<file path="config.mk">
export PLATFORM = sky130hd
export DESIGN_NAME = wb_mem_arbiter
export DESIGN_NICKNAME = d
export VERILOG_FILES = /design/src/rtl/wb_mem_arb_pkg.sv /design/src/rtl/wb_mem_arb_grant.sv /design/src/rtl/wb_mem_arbiter.sv
export SDC_FILE = /design/constraint.sdc
export NUM_CORES = 1
export LEC_CHECK = 0
export ABC_AREA = 1
export CELL_PAD_IN_SITES_DETAIL_PLACEMENT = 1
export CELL_PAD_IN_SITES_GLOBAL_PLACEMENT = 1
export CORE_AREA = 2 2 160 146
export CTS_CLUSTER_DIAMETER = 50
export DETAILED_ROUTE_END_ITERATION = 8
export DIE_AREA = 0 0 162 148
export HOLD_SLACK_MARGIN = 0.12
export PLACE_DENSITY = 0.92
export SETUP_SLACK_MARGIN = 0.1
export SLEW_MARGIN = 40
export SYNTH_ARGS = -nofsm -noshare
export SYNTH_HDL_FRONTEND = slang
export SYNTH_SLANG_ARGS = --single-unit
export TNS_END_PERCENT = 50
</file>
<file path="constraint.sdc">
create_clock -name io_wbs_clk -period 2.3 [get_ports io_wbs_clk]
set_input_delay 0.46 -clock io_wbs_clk [delete_from_list [all_inputs] [get_ports io_wbs_clk]]
set_output_delay 0.46 -clock io_wbs_clk [all_outputs]
set_load 0.01 [all_outputs]
</file>
<file path="src/rtl/wb_mem_arb_pkg.sv">
// Shared types for the Wishbone / stream SRAM arbiter.
// Latency: n/a (types and constants only).
// Backpressure: n/a.
package wb_mem_arb_pkg;

   typedef enum logic [1:0] {IDLE, MEM, RESP} arb_state_t;
   typedef enum logic {OWNER_WB, OWNER_STR} owner_t;

   localparam int DATA_W = 32;
   localparam int SEL_W  = 4;

endpackage

</file>
<file path="src/rtl/wb_mem_arb_grant.sv">
// Grant decision between Wishbone and stream requesters, with stream burst limit.
// Latency: grant is combinational in the evaluate cycle; history registers update at its edge.
// Backpressure: a waiting WB master wins after STREAM_BURST_MAX back-to-back stream grants.
module wb_mem_arb_grant
   import wb_mem_arb_pkg::*;
#(
   parameter int STREAM_BURST_MAX = 4
) (
   input  logic clk,
   input  logic rst_n,
   input  logic eval,
   input  logic wb_req,
   input  logic str_req,
   output logic gnt_wb,
   output logic gnt_str
);

   localparam logic [3:0] BURST_MAX = 4'(STREAM_BURST_MAX);

   logic [3:0] burst_cnt;
   owner_t     last_owner;

   // Pick a winner; under contention the stream keeps the macros until its burst budget runs out.
   // A WB grant clears the budget, so the stream is favoured again right after the WB access.
   always_comb begin
      gnt_wb  = 1'b0;
      gnt_str = 1'b0;
      if (eval) begin
         if (wb_req && str_req) begin
            if ((last_owner == OWNER_WB) || (burst_cnt < BURST_MAX)) begin
               gnt_str = 1'b1;
            end else begin
               gnt_wb = 1'b1;
            end
         end else begin
            gnt_wb  = wb_req;
            gnt_str = str_req;
         end
      end
   end

   // Track the previous owner and how many stream grants have been made over a waiting WB master.
   always_ff @(posedge clk or negedge rst_n) begin
      if (!rst_n) begin
         burst_cnt  <= '0;
         last_owner <= OWNER_WB;
      end else if (gnt_wb) begin
         burst_cnt  <= '0;
         last_owner <= OWNER_WB;
      end else if (gnt_str) begin
         last_owner <= OWNER_STR;
         if (!wb_req) begin
            burst_cnt <= '0;
         end else if (burst_cnt < BURST_MAX) begin
            burst_cnt <= burst_cnt + 4'd1;
         end
      end
   end

endmodule

</file>
<file path="src/rtl/wb_mem_arbiter.sv">
// Shares two 512x32 SRAM macros between the Wishbone slave path and a read-only stream port.
// Latency: request accepted at edge k -> ack/rvalid high in the cycle after edge k+2 (1 access / 3 cycles).
// Backpressure: WB waits for ack, stream holds str_req until str_gnt; optional WB_MEM_ARB_STATS_EN adds stat_conflicts.
module wb_mem_arbiter
   import wb_mem_arb_pkg::*;
#(
   parameter int STREAM_BURST_MAX = 4,
   parameter int MEM_AW           = 9
) (
   input  logic              io_wbs_clk,
   input  logic              io_wbs_rst_n,
   input  logic [31:0]       io_wbs_adr,
   input  logic [DATA_W-1:0] io_wbs_datwr,
   output logic [DATA_W-1:0] io_wbs_datrd,
   input  logic              io_wbs_we,
   input  logic [SEL_W-1:0]  io_wbs_sel,
   input  logic              io_wbs_stb,
   input  logic              io_wbs_cyc,
   output logic              io_wbs_ack,
   input  logic              str_req,
   input  logic [MEM_AW:0]   str_addr,
   output logic              str_gnt,
   output logic              str_rvalid,
   output logic [DATA_W-1:0] str_rdata,
   output logic              csb_mem0,
   output logic              csb_mem1,
   output logic              web_mem0,
   output logic              web_mem1,
   output logic [SEL_W-1:0]  wmask_mem0,
   output logic [SEL_W-1:0]  wmask_mem1,
   output logic [MEM_AW-1:0] addr_mem0,
   output logic [MEM_AW-1:0] addr_mem1,
   output logic [DATA_W-1:0] din_mem0,
   output logic [DATA_W-1:0] din_mem1,
   input  logic [DATA_W-1:0] dout_mem0,
   input  logic [DATA_W-1:0] dout_mem1
`ifdef WB_MEM_ARB_STATS_EN
   ,
   output logic [15:0]       stat_conflicts
`endif
);

   arb_state_t state;
   owner_t     owner;
   logic       mem_sel;

   logic              wb_req;
   logic              gnt_wb;
   logic              gnt_str;
   logic              nxt_sel;
   logic              nxt_wr;
   logic [MEM_AW-1:0] nxt_addr;
   logic [SEL_W-1:0]  nxt_wmask;
   logic [DATA_W-1:0] nxt_din;
   logic              unused_adr;

   // Upper address bits alias; byte offset is implied by io_wbs_sel.
   assign unused_adr = ^{io_wbs_adr[31:MEM_AW+3], io_wbs_adr[1:0]};

   // The !ack term stops the still-high strobe from re-launching the access during its ack cycle.
   assign wb_req = io_wbs_cyc & io_wbs_stb & ~io_wbs_ack;

   wb_mem_arb_grant #(
      .STREAM_BURST_MAX (STREAM_BURST_MAX)
   ) u_grant (
      .clk     (io_wbs_clk),
      .rst_n   (io_wbs_rst_n),
      .eval    (state == IDLE),
      .wb_req  (wb_req),
      .str_req (str_req),
      .gnt_wb  (gnt_wb),
      .gnt_str (gnt_str)
   );

   // Build the macro command for whichever requester wins this cycle.
   always_comb begin
      nxt_sel   = gnt_str ? str_addr[MEM_AW] : io_wbs_adr[MEM_AW+2];
      nxt_addr  = gnt_str ? str_addr[MEM_AW-1:0] : io_wbs_adr[MEM_AW+1:2];
      nxt_wr    = gnt_wb & io_wbs_we;
      nxt_wmask = nxt_wr ? io_wbs_sel : '0;
      nxt_din   = gnt_wb ? io_wbs_datwr : '0;
   end

   // Access sequencer: IDLE launches, MEM holds the registered macro controls, RESP returns the data.
   always_ff @(posedge io_wbs_clk or negedge io_wbs_rst_n) begin
      if (!io_wbs_rst_n) begin
         state        <= IDLE;
         owner        <= OWNER_WB;
         mem_sel      <= 1'b0;
         csb_mem0     <= 1'b1;
         csb_mem1     <= 1'b1;
         web_mem0     <= 1'b1;
         web_mem1     <= 1'b1;
         wmask_mem0   <= '0;
         wmask_mem1   <= '0;
         addr_mem0    <= '0;
         addr_mem1    <= '0;
         din_mem0     <= '0;
         din_mem1     <= '0;
         io_wbs_ack   <= 1'b0;
         io_wbs_datrd <= '0;
         str_gnt      <= 1'b0;
         str_rvalid   <= 1'b0;
         str_rdata    <= '0;
      end else begin
         io_wbs_ack <= 1'b0;
         str_rvalid <= 1'b0;
         str_gnt    <= 1'b0;
         case (state)
            IDLE: begin
               if (gnt_wb || gnt_str) begin
                  state    <= MEM;
                  owner    <= gnt_str ? OWNER_STR : OWNER_WB;
                  mem_sel  <= nxt_sel;
                  str_gnt  <= gnt_str;
                  csb_mem0 <= nxt_sel;
                  csb_mem1 <= ~nxt_sel;
                  web_mem0 <= ~(nxt_wr & ~nxt_sel);
                  web_mem1 <= ~(nxt_wr & nxt_sel);
                  if (nxt_sel) begin
                     addr_mem1  <= nxt_addr;
                     wmask_mem1 <= nxt_wmask;
                     din_mem1   <= nxt_din;
                  end else begin
                     addr_mem0  <= nxt_addr;
                     wmask_mem0 <= nxt_wmask;
                     din_mem0   <= nxt_din;
                  end
               end
            end
            MEM: begin
               state    <= RESP;
               csb_mem0 <= 1'b1;
               csb_mem1 <= 1'b1;
               web_mem0 <= 1'b1;
               web_mem1 <= 1'b1;
            end
            RESP: begin
               state <= IDLE;
               if (owner == OWNER_WB) begin
                  io_wbs_datrd <= mem_sel ? dout_mem1 : dout_mem0;
                  io_wbs_ack   <= 1'b1;
               end else begin
                  str_rdata  <= mem_sel ? dout_mem1 : dout_mem0;
                  str_rvalid <= 1'b1;
               end
            end
            default: state <= IDLE;
         endcase
      end
   end

`ifdef WB_MEM_ARB_STATS_EN
   // Count IDLE cycles in which both sides compete, saturating.
   always_ff @(posedge io_wbs_clk or negedge io_wbs_rst_n) begin
      if (!io_wbs_rst_n) begin
         stat_conflicts <= '0;
      end else if ((state == IDLE) && wb_req && str_req && (stat_conflicts != 16'hFFFF)) begin
         stat_conflicts <= stat_conflicts + 16'd1;
      end
   end
`endif

endmodule

</file>
==> summary.txt <==
Status
  – Status: finished, final reports clean

Timing
  – Slew @ Worst Pin: 0.530 ns
  – Final period util: 87.7%
  – Max-slew violations: 0
  – Slew margin rel.: 64.6%
  – RSZ-0062 raised after global routing: false
  – Min Tclk post-route: 2.02 ns
  – Clk_skew: 0.0126 ns
  – # setup viols final: 0
  – Final Hold Vio Count: 0
  – Setup ws final: 0.282 ns
  – Fmax: 496 MHz

Synthesis
  – Average cell area after synthesis: 9.20 um^2
  – Synthesized instance count: 816
  – Post-synth top cells: nand2_1 (310), dfrtp_1 (166), nand3_1 (107), mux2_2 (64), inv_1 (46)
  – Top_reg_cell synth: dfrtp_1
  – Netlist area before placement: 7510 um^2
  – Most frequent cell after synthesis: nand2_1
  – Leading area contributor after synthesis: dfrtp_1
  – Synth Register Bits: 170
  – Yosys cell types: 23
  – Syn Nets: 965
  – Register area share after synthesis: 56.7%
  – Synth top area share: 55.3%
  – Largest cells by area after synthesis: dfrtp_1 (55%), nand2_1 (15%), mux2_2 (9.6%)
  – Warnings, synthesis: 0
  – Ys async rst share: 100%
  – Post-synth EDFFs: 0

Global route
  – Pin count of the biggest net entering global routing: 66
  – Total GRT Usage: 22.3%
  – Grt total ovfl: 0
  – Wire length of the first global-routing pass: 41200 um
  – Initial antenna violation count: 0
  – Vias in the first global route: 7442

Worst hold path
  – Worst Hold Endpoint: din_mem1[4]$_DFFE_PN0P_
  – Hold Path Class: flop to flop
  – Worst min-delay path startpoint: din_mem1[4]$_DFFE_PN0P_
  – Number of cells on the worst hold path: 2

Worst setup path
  – Crit end category: primary output
  – Critical Path Slowest Stage Cell: clkdlybuf4s50_1
  – R2r startpoint: u_grant.burst_cnt[2]$_DFFE_PN0P_
  – CP Data Required Time: 1.84 ns
  – Crit Path Class: flop to primary output
  – Max FO, Critical Path: 2
  – R2R depth: 9
  – Delay-heaviest family, CP: buffers and inverters
  – Cell Chain, Critical Path: clkdlybuf4s50_1
  – Critical Path AT: 1.56 ns
  – FF-to-FF End: din_mem1[8]$_DFFE_PN0P_
  – WP buf/inv: 1
  – Startpoint Class: flop
  – Crit-path max cell delay: 0.59 ns
  – Reg2reg setup slack: 0.54 ns

Place
  – IO Port Bufs: 286
  – Post-DP HPWL: 19200 um
  – Placement Cell Area: 10800 um^2
  – Pre-CTS WS: -0.0274 ns
  – # placed instances: 1381
  – Placer Congestion: 0.830

Floorplanning
  – Top Ports: 309
  – Cell row count: 52
  – Placeable core area: 22300 um^2
  – Die H: 148 um
  – Initial Util: 33.7%
  – Total Die Area: 24000 um^2
  – Die X-Extent: 162 um

Layout
  – Nets: 1253
  – Fraction of layout cells with a size suffix above 1: 13.1%
  – Diode count: 0
  – Final Cell Area: 11400 um^2
  – FILL cells: 2565
  – Fin cells: 1414
  – Final Util: 51.3%
  – Synth-to-layout area growth: 52.1%

Pwr
  – Clk network pwr share: 21.8%
  – Flop pwr share: 33.7%
  – Power Total: 13.4 mW
  – PD cells: 1180 nW/um^2
  – Maximum vdd ir drop: 0.671 mV
  – Sw power: 4.94 mW
  – Pleak: 5.58 nW
  – Sw frac: 36.8%
  – Logic pwr share: 44.5%
  – Internal power: 8.49 mW

Clock network
  – Sink Count: 170
  – Buffer count from post-CTS setup fixing: 0
  – CTS tree: done
  – # resized after CTS: 0
  – Worst-skew pair later-pin latency: 0.43 ns
  – CTS Root Cell: clkbuf_16
  – Worst-path clk slew: 0.07 ns
  – Clk buf depth: 2
  – CTS buffer count: 17
  – H-tree depth: 4

Route
  – DRC: 0
  – Via count: 6781
  – Post-DRT Antenna Nets: 0
  – Initial drt markers: 322
  – Via/cell ratio: 4.80
  – Wire length per cell: 18.5 um
  – First-pass detailed-route iteration total: 4
  – Total wire length: 26200 um

Job
  – Maxcap violations: 0
layer usage:
layer | vias to the layer above | track usage [%] | routed length (um)
met1 | 3349 | 26.4 | 10400
met5 | - | 0 | 0
li1 | 3152 | - | -
met4 | 0 | 12.6 | 1410
met2 | 199 | 38.2 | 13300
met3 | 81 | 3.93 | 969
stage by stage:
stage	setup TNS, ns	hold slack (ns)
after floorplan	0	0.164
after global placement	0	0.462
after detailed placement	-0.0274	0.464
after CTS	0	0.483
after global routing	0	0.509
final	0	0.480
repair_timing:
item                                   4_1_cts  5_1_grt
setup endpoints to repair                    0        0
endpoints found under the hold margin       48        0
hold buffers                                 1        0
power groups by stage:
| stage | Clock, mW | Combinational (mW) | Sequential [mW] |
|---|---|---|---|
| after floorplan | 0 | 2.41 | 4.93 |
| after global placement | 0 | 5.82 | 4.51 |
| after global routing | 3.13 | 6.42 | 4.66 |
| after detailed placement | 0 | 6.00 | 4.58 |
| after CTS | 3.01 | 6.06 | 4.54 |
| final | 2.93 | 5.97 | 4.53 |
cell usage in the layout, fill, tap and decap left out:
| cell | instances |
|---|---|
| nand2_4 | 2 |
| clkinv_8 | 2 |
| clkdlybuf4s50_1 | 285 |
| a21boi_0 | 1 |
| nor2_4 | 2 |
| dlygate4sd3_1 | 1 |
| buf_12 | 10 |
| nor2_1 | 44 |
| clkinv_2 | 1 |
| bufinv_16 | 1 |
| dfrtp_1 | 166 |
| inv_2 | 3 |
| buf_6 | 1 |
| buf_4 | 19 |
| xnor2_1 | 1 |
| inv_1 | 46 |
| dfstp_2 | 4 |
| ha_1 | 1 |
| nor3_4 | 2 |
| inv_8 | 3 |
| mux2_2 | 64 |
| nand2_1 | 310 |
| o21ai_0 | 7 |
| clkinvlp_4 | 1 |
| inv_6 | 7 |
| nand3b_1 | 2 |
| nand3_1 | 107 |
| nand3_2 | 3 |
| nand2_2 | 4 |
| clkbuf_16 | 17 |
cell type report:
cell class / count / area [um^2] / area share, %
well taps: 297 / 372 / 3.25
clock buffers: 17 / 425 / 3.72
multi-input cells: 550 / 2800 / 24.5
flip-flops and latches: 170 / 4260 / 37.3
clock inverters: 15 / 170 / 1.49
inverters: 49 / 184 / 1.61
repair buffers: 316 / 3220 / 28.2
logic make-up (layout without fill, tap and decap cells):
logic type,Yosys count,in the layout,synth area share [%]
multiplexers,64,64,9.60
adder cells (fa/ha/maj),1,1,0.167
flip-flops,170,170,56.7
XOR/XNOR,1,1,0.117
buffers and inverters,96,397,6.20
AND/OR/NAND/NOR,476,476,26.6
AO/OA/AOI/OAI,8,8,0.567
sequential cells by signal, indices dropped and copies added, names as in the netlist:
signal / count
addr_mem0: 9
addr_mem1: 9
csb_mem0: 1
csb_mem1: 1
din_mem0: 32
din_mem1: 32
io_wbs_ack: 1
io_wbs_datrd: 32
mem_sel: 1
owner: 1
state: 2
str_gnt: 1
str_rdata: 32
str_rvalid: 1
u_grant.burst_cnt: 4
u_grant.last_owner: 1
web_mem0: 1
web_mem1: 1
wmask_mem0: 4
wmask_mem1: 4
worst reg2reg max path: cells and delay by family, from the launching register on:
family	cells	cell delay (ns)
buf+inv	1	0.22
simple gates	8	1.01
flops	1	0.41
worst max path at each step:
| stage | from | to | slack, ns | cells past startpoint |
|---|---|---|---|---|
| 5_1_grt | web_mem1$_DFFE_PN1P_ | web_mem1 | 0.24 | 1 |
| 3_3_place_gp | io_wbs_stb | din_mem1[5]$_DFFE_PN0P_ | 0.07 | 9 |
| 2_1_floorplan | io_wbs_cyc | din_mem1[27]$_DFFE_PN0P_ | 0.79 | 9 |
| 3_5_place_dp | io_wbs_stb | din_mem1[8]$_DFFE_PN0P_ | -0.03 | 10 |
| 6_report | web_mem1$_DFFE_PN1P_ | web_mem1 | 0.28 | 1 |
| 4_1_cts | web_mem1$_DFFE_PN1P_ | web_mem1 | 0.26 | 1 |
Note: power is estimated with default switching activity, not from simulation.
